**config.mk**
```make
export PLATFORM = sky130hd
export DESIGN_NAME = sat_narrow
export DESIGN_NICKNAME = d
export VERILOG_FILES = /design/src/rtl/sat_narrow.sv
export SDC_FILE = /design/constraint.sdc
export NUM_CORES = 1
export LEC_CHECK = 0
export ABC_CLOCK_PERIOD_IN_PS = 2700
export BUFFER_PORTS_ARGS = -buffer_cell sky130_fd_sc_hd__buf_4
export CORE_ASPECT_RATIO = 1.2
export CORE_MARGIN = 2
export CORE_UTILIZATION = 40
export CTS_CLUSTER_DIAMETER = 120
export DETAILED_ROUTE_END_ITERATION = 8
export HOLD_SLACK_MARGIN = 0.15
export PLACE_DENSITY = 0.7
export SETUP_SLACK_MARGIN = 0.05
export SKIP_LAST_GASP = 1
export SLEW_MARGIN = 20
export SYNTH_ARGS = -nofsm -noshare
export SYNTH_HDL_FRONTEND = slang
export SYNTH_SLANG_ARGS = --single-unit
```
**constraint.sdc**
```tcl
create_clock -name clk -period 2.7 [get_ports clk]
set_input_delay 0.54 -clock clk [delete_from_list [all_inputs] [get_ports clk]]
set_output_delay 0.54 -clock clk [all_outputs]
set_load 0.05 [all_outputs]
```
**src/rtl/sat_narrow.sv**
```systemverilog
// sat_narrow: narrows signed IN_W-bit values to signed OUT_W-bit words with
// saturation. Two-stage valid/ready pipeline plus saturation statistics.
module sat_narrow #(
  parameter int IN_W  = 32,
  parameter int OUT_W = 10,
  parameter int CNT_W = 16
) (
  input  logic             clk,
  input  logic             reset,
  input  logic             in_valid,
  output logic             in_ready,
  input  logic [IN_W-1:0]  in_data,
  output logic             out_valid,
  input  logic             out_ready,
  output logic [OUT_W-1:0] out_data,
  output logic [1:0]       out_sat,
  input  logic             clr_stats,
  output logic [CNT_W-1:0] sat_count,
  output logic             sat_sticky
);

  localparam logic [OUT_W-1:0] MAX_W = {1'b0, {(OUT_W-1){1'b1}}};
  localparam logic [OUT_W-1:0] MIN_W = {1'b1, {(OUT_W-1){1'b0}}};
  localparam logic [CNT_W-1:0] CNT_ONE = {{(CNT_W-1){1'b0}}, 1'b1};

  // stage 1 state
  logic             s1_valid_q, s1_valid_d;
  logic [OUT_W-1:0] s1_data_q,  s1_data_d;
  logic             s1_hi_q,    s1_hi_d;
  logic             s1_lo_q,    s1_lo_d;
  // stage 2 state (drives the output port)
  logic             out_valid_q, out_valid_d;
  logic [OUT_W-1:0] out_data_q,  out_data_d;
  logic [1:0]       out_sat_q,   out_sat_d;
  // statistics
  logic [CNT_W-1:0] cnt_q, cnt_d;
  logic             sticky_q, sticky_d;

  logic                 adv1, adv2, in_fire;
  logic [IN_W-OUT_W:0]  top_bits;
  logic                 in_hi, in_lo;
  logic [OUT_W-1:0]     sel_data;

  // The value fits iff the sign bit and everything above it are all equal;
  // otherwise the sign tells which rail it overflowed.
  always_comb begin
    top_bits = in_data[IN_W-1:OUT_W-1];
    in_hi    = ~in_data[IN_W-1] & (|top_bits);
    in_lo    =  in_data[IN_W-1] & ~(&top_bits);
  end

  // Handshake: a stage may advance when the stage after it is empty or draining.
  always_comb begin
    adv2     = ~out_valid_q | out_ready;
    adv1     = ~s1_valid_q | adv2;
    in_ready = adv1;
    in_fire  = in_valid & adv1;
  end

  // Stage 2 picks the rail value or the truncated word from stage 1 flags.
  always_comb begin
    if (s1_hi_q)      sel_data = MAX_W;
    else if (s1_lo_q) sel_data = MIN_W;
    else              sel_data = s1_data_q;
  end

  // Next-state for both pipeline stages.
  always_comb begin
    s1_valid_d  = s1_valid_q;
    s1_data_d   = s1_data_q;
    s1_hi_d     = s1_hi_q;
    s1_lo_d     = s1_lo_q;
    out_valid_d = out_valid_q;
    out_data_d  = out_data_q;
    out_sat_d   = out_sat_q;
    if (adv1) begin
      s1_valid_d = in_valid;
      s1_data_d  = in_data[OUT_W-1:0];
      s1_hi_d    = in_hi;
      s1_lo_d    = in_lo;
    end
    if (adv2) begin
      out_valid_d = s1_valid_q;
      out_data_d  = sel_data;
      out_sat_d   = {s1_hi_q, s1_lo_q};
    end
  end

  // Stats: clear first, then count a saturating transfer; counter pins at all-ones.
  always_comb begin
    cnt_d    = cnt_q;
    sticky_d = sticky_q;
    if (clr_stats) begin
      cnt_d    = '0;
      sticky_d = 1'b0;
    end
    if (in_fire && (in_hi || in_lo)) begin
      sticky_d = 1'b1;
      if (cnt_d != {CNT_W{1'b1}}) cnt_d = cnt_d + CNT_ONE;
    end
  end

  // State registers; reset drops any words in flight.
  always_ff @(posedge clk or posedge reset) begin
    if (reset) begin
      s1_valid_q  <= 1'b0;
      s1_data_q   <= '0;
      s1_hi_q     <= 1'b0;
      s1_lo_q     <= 1'b0;
      out_valid_q <= 1'b0;
      out_data_q  <= '0;
      out_sat_q   <= '0;
      cnt_q       <= '0;
      sticky_q    <= 1'b0;
    end else begin
      s1_valid_q  <= s1_valid_d;
      s1_data_q   <= s1_data_d;
      s1_hi_q     <= s1_hi_d;
      s1_lo_q     <= s1_lo_d;
      out_valid_q <= out_valid_d;
      out_data_q  <= out_data_d;
      out_sat_q   <= out_sat_d;
      cnt_q       <= cnt_d;
      sticky_q    <= sticky_d;
    end
  end

  assign out_valid  = out_valid_q;
  assign out_data   = out_data_q;
  assign out_sat    = out_sat_q;
  assign sat_count  = cnt_q;
  assign sat_sticky = sticky_q;

endmodule

```
Word-level counts from Yosys, hierarchy flattened:

Index checks and enable logic that the tools add are counted.
Widths: inputs -> output; s select.

* memories: 0
* RAM bits: 0
* register bits: 43
* memory bits (read-only): 0
* bits in latches: 0
* input port bits: 37

* eq/ne operators: 1
* divide/modulo/power cells: 0
* reductions and logical operators: 5
* shift operators: 0
* add/subtract/negate cells: 1
* multiplexer cells: 7
* multipliers: 0
* bitwise operators: 9
* $lt $le $gt $ge: 0

Operators by type and width (number)
* $mux 16: 3
* $reduce_and 23->1: 1
* $reduce_or 23->1: 1
* $mux 10: 2
* $add 16x1->16 const B: 1
* $ne 16x16->1 const B: 1
* $not 1->1: 4
* $and 1x1->1: 3
* $mux 1: 2
* $or 1x1->1: 2
* $reduce_bool 2->1: 1
* $logic_and 1x1->1: 1
* $logic_or 1x1->1: 1

Longest topological paths before layout:

Gate-level depths: netlist of run 1.

* word-level depth: 6
* depth in mapped cells: 9
* gate-level depth less buffers: 8

Worst setup path before layout of run 1:

No wires, ideal clock.

* path kind: register -> register
* start point: register cnt_q[0] (netlist: sat_count[0])
* end point: register cnt_q[1] (netlist: sat_count[1])
* library setup time: 0.125 ns
* setup slack: 0.405 ns
* clock period less this slack: 2.295 ns
* stages on the path, launching flop included: 8
* path buffers: 0
* data required time: 2.575 ns
* arrival time: 2.170 ns
* cell sequence: dfrtp_1 nor2b_1 ha_1 nand2_1 nor3_1 nand2_1 nand2_1 mux2_2

* cells in the longest elaborated chain, start to end: 4
* elaborated cells between the ends (all ways): 5

Ends and longest elaborated chain
* start: declaration: line 36 `logic [CNT_W-1:0] cnt_q, cnt_d;`
* start signal: assignment: line 123 `cnt_q <= cnt_d;`
* $mux 16 *: line 93 `if (clr_stats) begin`
* $add 16x1->16 / $ne 16x16->1 (equally long branches): line 99 `if (cnt_d != {CNT_W{1'b1}}) cnt_d = cnt_d + CNT_ONE;`
* $mux 16 *: line 99
* $mux 16 *: line 97 `if (in_fire && (in_hi || in_lo)) begin`
* named net cnt_d[1]: line 36

Mark *: on every way through the listed nets, which the timed path passes. The rest lies on a longest branch.
A chain may end at the register's enable or synchronous reset.

Final worst setup path of run 1:

Ends and elaborated chain as after synthesis.

==> results.md, run 1 <==
* DR WL/cell at 14.4 um
* CTS Buf Count at 5
* Yosys reg bits at 43
* Largest buffer count on any clock path at 2
* CTS tree: yes
* Fill count at 475
* PwrDens at 570 nW/um^2
* Clk slew on worst S/H paths at 90 ps
* Skew-Pair Late Insertion Delay at 290 ps
* Vias in the first global route at 1757
* TNS Setup at 0 ps
* Cell leakage power at 0.00126 uW
* Critical-path cell list: nor2b_1, ha_1, nand2_1, nor3_1, nand2_1, nand2_1, mux2_2
* Placed cell area at 2710 um^2
* Sequential cell area at 1080 um^2
* Rel. slew slack at 48.7%
* Mapped Nets at 244
* Hold Violations, Final at 0
* Antenna cells at 0
* Initial antenna violation count at 0
* Via density at 5.38
* Area grow syn2layout at 33.2%
* Syn Area/Cell at 10.3 um^2
* Die width at 70.5 um
* Die height at 83.8 um
* FP Rows at 29
* IR drop worst, VDD at 0.330 mV
* Total GRT Usage at 17.4%
* I/O Buffers at 67
* Grt total ovfl at 0
* Fmax at 444 MHz
* Commonest non-fill, non-tap cells in the layout: buf_4 (72), dfrtp_1 (43), nand2_1 (17), nand4_1 (17), mux2_2 (13)
* RSZ-0062 raised after global routing: false
* Setup Viol. Count Final at 0
* Final Total Pwr at 1610 uW
* CTS sink cnt at 43
* Worst Setup End Kind: register
* Die area at 5910 um^2
* Postcts setup bufs at 0
* Fin crit share at 83.5%
* Post-Route Skew at 6.84 ps
* Post-cts resize count at 0
* H-tree Lvls at 2
* Layout cells sized above 1 at 37.3%
* Vias at 1834
* Hpwl dp at 3.63 mm
* Max-slew violations at 0
* Drc violations at 0
* Largest stage delay, worst path at 440 ps
* Area occupied by multi-input gates at 1000 um^2
* CTS Hold Buffers Added at 0
* Routability Congestion at 0.895
* Drt initial violations at 134
* # IOs at 68
* Syn Inst Count at 206
* Cell mode on critical path: nand2_1
* Most common cell after layout, fill and taps aside: buf_4
* Synth warn at 0
* Startpoint Class: register
* Most common flop cell mapped by yosys: dfrtp_1
* Critical-path maximum fanout at 7
* Post-layout util at 54.5%
* Netlist cell types at 35
* Non-Filler Instances at 341
* Netlist Area Pre-Place at 2120 um^2
* Number of max-cap violations at 0
* Least-Margin Pin Slew at 765 ps
* Fraction of registers with async set/reset at 100%
* Seq/Total Area, Yosys at 50.7%
* CTS root buf: clkbuf_8
* CP max-delay cell: dfrtp_1
* Worst Path Class, Setup: reg -> reg
* Critical path required time at 2880 ps
* Starting density of the core at 40.9%
* FF-to-FF setup slack at 450 ps
* Pin count of the biggest net entering global routing at 25
* Final Cell Area at 2830 um^2
* First-pass GRT wire length at 8.22 mm
* Total wire length at 4.91 mm
* Placed cells at 333
* Post-synth EDFFs at 0
* Core area at 5190 um^2
* Class of the worst hold path: in -> async
* CP arrival at 2440 ps
* Detail Route Antenna Nets at 0
* Crit path time final at 2250 ps
* TritonRoute pass-1 iters at 4
* Outcome: finished clean
* Final nets at 316
## cell type report
cell class	instances	area share, %
inverters	5	0.664
clock inverters	3	1.55
flip-flops and latches	43	38.1
repair buffers	72	19.1
multi-input cells	151	35.4
clock buffers	5	2.43
well taps	62	2.74
## critical path: cells and delay by family (launching register included)
| kind | cells | cell delay (ps) |
|---|---|---|
| multiplexers | 1 | 340 |
| adder cells (fa/ha/maj) | 1 | 290 |
| AND/OR/NAND/NOR | 5 | 1080 |
| flip-flops | 1 | 440 |
## synth_stat cells (2+ instances only)
cell       n  share of area [%]
a21oi_1    9                2.1
o21ai_0   11                2.6
o22ai_1    2               0.59
nand3b_1   2               0.71
nand2b_1   4                1.2
mux2_2    13                6.9
dfrtp_1   43                 51
clkbuf_1   7                1.2
nor3_1     7                1.7
nand2_1   17                3.0
nor2_1    12                2.1
nor2b_1    9                2.7
or2_2      3               0.88
nand4_1   17                5.0
and2_1     2               0.59
nor4_1     9                2.7
and3_1     3               0.88
xnor2_1   11                4.5
inv_1      5               0.88
nand3_1    5                1.2
## layer usage
metal / track usage, % / up-vias / wire [um]
met2: 28.5 / 55 / 2460
met3: 3.62 / 11 / 277
met1: 22.6 / 881 / 2080
met5: 0 / - / 0
li1: - / 887 / -
met4: 6.12 / 0 / 93
## path summary, 6_finish.rpt
| path | from | cells past startpoint | end |
|---|---|---|---|
| setup / recovery | sat_count[0]$_DFF_PP0_ | 7 | sat_count[1]$_DFF_PP0_ |
| max in group asynchronous | reset | 3 | sat_sticky$_DFFE_PP0P_ |
| setup reg to reg | sat_count[0]$_DFF_PP0_ | 7 | sat_count[1]$_DFF_PP0_ |
| hold reg to reg | s1_valid_q$_DFFE_PP0N_ | 1 | out_valid$_DFFE_PP0P_ |
| hold / removal | reset | 2 | s1_data_q[2]$_DFFE_PP0N_ |
| min in group clk | in_valid | 2 | s1_valid_q$_DFFE_PP0N_ |
## cell families after synthesis
| kind of cell | count (synthesis) | synth area share, % |
|---|---|---|
| adders and majority gates | 1 | 0.590 |
| and+or+nand+nor | 98 | 27.1 |
| buffers and inverters | 12 | 2.12 |
| DFF | 43 | 50.7 |
| AOI/OAI and AO/OA | 26 | 6.84 |
| xor gates and xnor gates | 11 | 4.54 |
| muxes | 15 | 8.08 |
## report_power, final
part           internal, uW  switching (uW)
Sequential              699            39.2
Combinational           135             237
Clock                   275             224
Total                  1110             501
## registers in the layout (all words and copies together), names as in the netlist
register and count:
sat_count 16, out_data 10, s1_data_q 10, out_sat 2
out_valid 1, s1_hi_q 1, s1_lo_q 1, s1_valid_q 1
sat_sticky 1
## stage by stage
stage | hold slack (ps) | setup slack [ps]
after floorplan | 440 | 405
after CTS | 309 | 463
after global placement | 450 | 302
after global routing | 331 | 219
final | 285 | 446
after detailed placement | 453 | 188
Note: power is estimated with default switching activity, not from simulation.
==> run 2: changes to the inputs <==
ABC_CLOCK_PERIOD_IN_PS = 2100   (was 2700)
clock period = 2.1 ns   (was 2.7 ns; I/O delays follow)
==> run 2 against run 1 <==
  * Final cell count is 2.3% higher
  * Sequential share of layout area decreased by 0.71 points
  * Combinational power rose by 33%
  * Die area unchanged
  * Sequential cell count did not move
  * Clock skew is 1.2 ps lower
  * Largest cell class unchanged
  * First-iteration DRC count down 29%
==> results.md, run 2 (same netlist as run 1, synthesis figures left out) <==
* Outcome: finished clean
* I/O Buffers at 67 (unchanged)
* Final Total Pwr at 1960 uW (+22%)
* Fin crit share at 91.0% (+7.5 points)
* Die width at 70.5 um (unchanged)
* Worst Path Class, Setup: reg -> reg
* Total wire length at 4.90 mm (-0.20%)
* Die height at 83.8 um (unchanged)
* Startpoint Class: register
* Critical-path cell list: nor2b_2, ha_2, nand2_1, nor3_4, and2_2, nor4b_4, mux2_4
* Pin count of the biggest net entering global routing at 31 (+24%)
* Delay-heaviest family, CP: simple AND/OR/NAND/NOR gates
* Worst Setup End Kind: register
* Fill count at 470 (-1.1%)
* Most common cell after layout, fill and taps aside: buf_4
* Total GRT Usage at 18.4% (+1.0 points)
* Via density at 5.27 (-2.0%)
* Hold Violations, Final at 0 (unchanged)
* Rel. slew slack at 65.0% (+16 points)
* H-tree Lvls at 2 (unchanged)
* DR WL/cell at 14.0 um (-2.5%)
* Starting density of the core at 40.9% (unchanged)
* Clk slew on worst S/H paths at 80 ps (about the same)
* Class of the worst hold path: in -> reg
* # IOs at 68 (unchanged)
* First-pass GRT wire length at 8.88 mm (+8.0%)
* CTS tree: yes
* Layout cells sized above 1 at 41.8% (+4.5 points)
* TritonRoute pass-1 iters at 4 (unchanged)
* Die area at 5910 um^2 (unchanged)
* Skew-Pair Late Insertion Delay at 290 ps (about the same)
* Fmax at 523 MHz (+18%)
* TNS Setup at 0 ps (unchanged)
* Initial antenna violation count at 0 (unchanged)
* Vias at 1839 (+0.27%)
* Routability Congestion at 0.812 (-9.3%)
* Hpwl dp at 3.76 mm (+3.5%)
* Cell leakage power at 0.00129 uW (+2.0%)
* Number of max-cap violations at 0 (unchanged)
* Setup Viol. Count Final at 0 (unchanged)
* Placed cell area at 2800 um^2 (+3.0%)
* Area occupied by multi-input gates at 1020 um^2 (+1.9%)
* PwrDens at 675 nW/um^2 (+18%)
* Largest stage delay, worst path at 440 ps (about the same)
* Detail Route Antenna Nets at 0 (unchanged)
* Largest buffer count on any clock path at 2 (unchanged)
* Max-slew violations at 0 (unchanged)
* RSZ-0062 raised after global routing: false
* Crit path time final at 1910 ps (-343 ps)
* Area grow syn2layout at 36.7%
* Vias in the first global route at 1931 (+9.9%)
* Antenna cells at 0 (unchanged)
* FP Rows at 29 (unchanged)
* CP max-delay cell: dfrtp_2
* Post-Route Skew at 5.67 ps (-1.17 ps)
* Final Cell Area at 2900 um^2 (+2.6%)
* CP arrival at 2090 ps (-350 ps)
* Drt initial violations at 95 (-29%)
* IR drop worst, VDD at 0.339 mV (+2.8%)
* Critical-path maximum fanout at 6 (-1)
* Worst hold slack at 336 ps (+51.6 ps)
* Buf+Inv Stages, Crit Path at 0 (unchanged)
* Grt total ovfl at 0 (unchanged)
* CTS root buf: clkbuf_8
* Final nets at 324 (+2.5%)
* Sequential cell area at 1080 um^2 (+0.70%)
* Largest register FFs at 16 (unchanged)
* Drc violations at 0 (unchanged)
* CTS sink cnt at 43 (unchanged)
* Core area at 5190 um^2 (unchanged)
* Least-Margin Pin Slew at 522 ps (-243 ps)
* CTS Buf Count at 5 (unchanged)
* Critical path required time at 2280 ps (-600 ps)
* Commonest non-fill, non-tap cells in the layout: buf_4 (78), dfrtp_1 (37), nand4_1 (17), nand2_1 (16), mux2_2 (13)
-- run 2: per-stage QoR --
stage / std cells / util (%) / setup WS [ps]
after floorplan: 206 / - / 56.0
after global placement: 340 / 53.9 / 36.2
after detailed placement: 340 / 53.9 / 23.6
after CTS: 349 / 55.7 / 187
after global routing: 349 / 55.9 / 61.4
final: 349 / 55.9 / 189
-- run 2: power breakdown --
part           internal, uW  leakage [uW]  switching, uW
logic                   187      0.000723            309
registers               901      0.000524           50.5
clock network           232     0.0000412            277
total                  1320       0.00129            637
-- run 2: what timing repair did --
action	4_1_cts	5_1_grt
buffers inserted	0	0
resized for setup	0	2
endpoints found under the hold margin	13	0
endpoints found under the setup margin	0	4
hold buffers	1	0
-- run 2: final timing paths --
path | startpoint | cells after the start | end | slack [ps]
max in group asynchronous | reset | 4 | sat_count[1]$_DFF_PP0_ | 940
setup reg to reg | sat_count[0]$_DFF_PP0_ | 7 | sat_count[5]$_DFF_PP0_ | 190
hold reg to reg | s1_valid_q$_DFFE_PP0N_ | 1 | out_valid$_DFFE_PP0P_ | 470
hold / removal | in_valid | 2 | s1_valid_q$_DFFE_PP0N_ | 340
setup / recovery | sat_count[0]$_DFF_PP0_ | 7 | sat_count[5]$_DFF_PP0_ | 190
min in group asynchronous | reset | 3 | out_data[4]$_DFFE_PP0P_ | 660
-- run 2: routing by layer --
metal | track usage, % | wire length [um]
met4 | 5.07 | 69
met5 | 0 | 0
met1 | 23.6 | 2100
met2 | 31.0 | 2520
met3 | 3.99 | 210
-- run 2: cell type report --
cell class | instances | area share (%)
clock buffers | 6 | 2.50
clock inverters | 2 | 0.431
inverters | 5 | 0.647
multi-input cells | 151 | 35.2
flip-flops and latches | 43 | 37.4
well taps | 62 | 2.67
repair buffers | 80 | 21.2
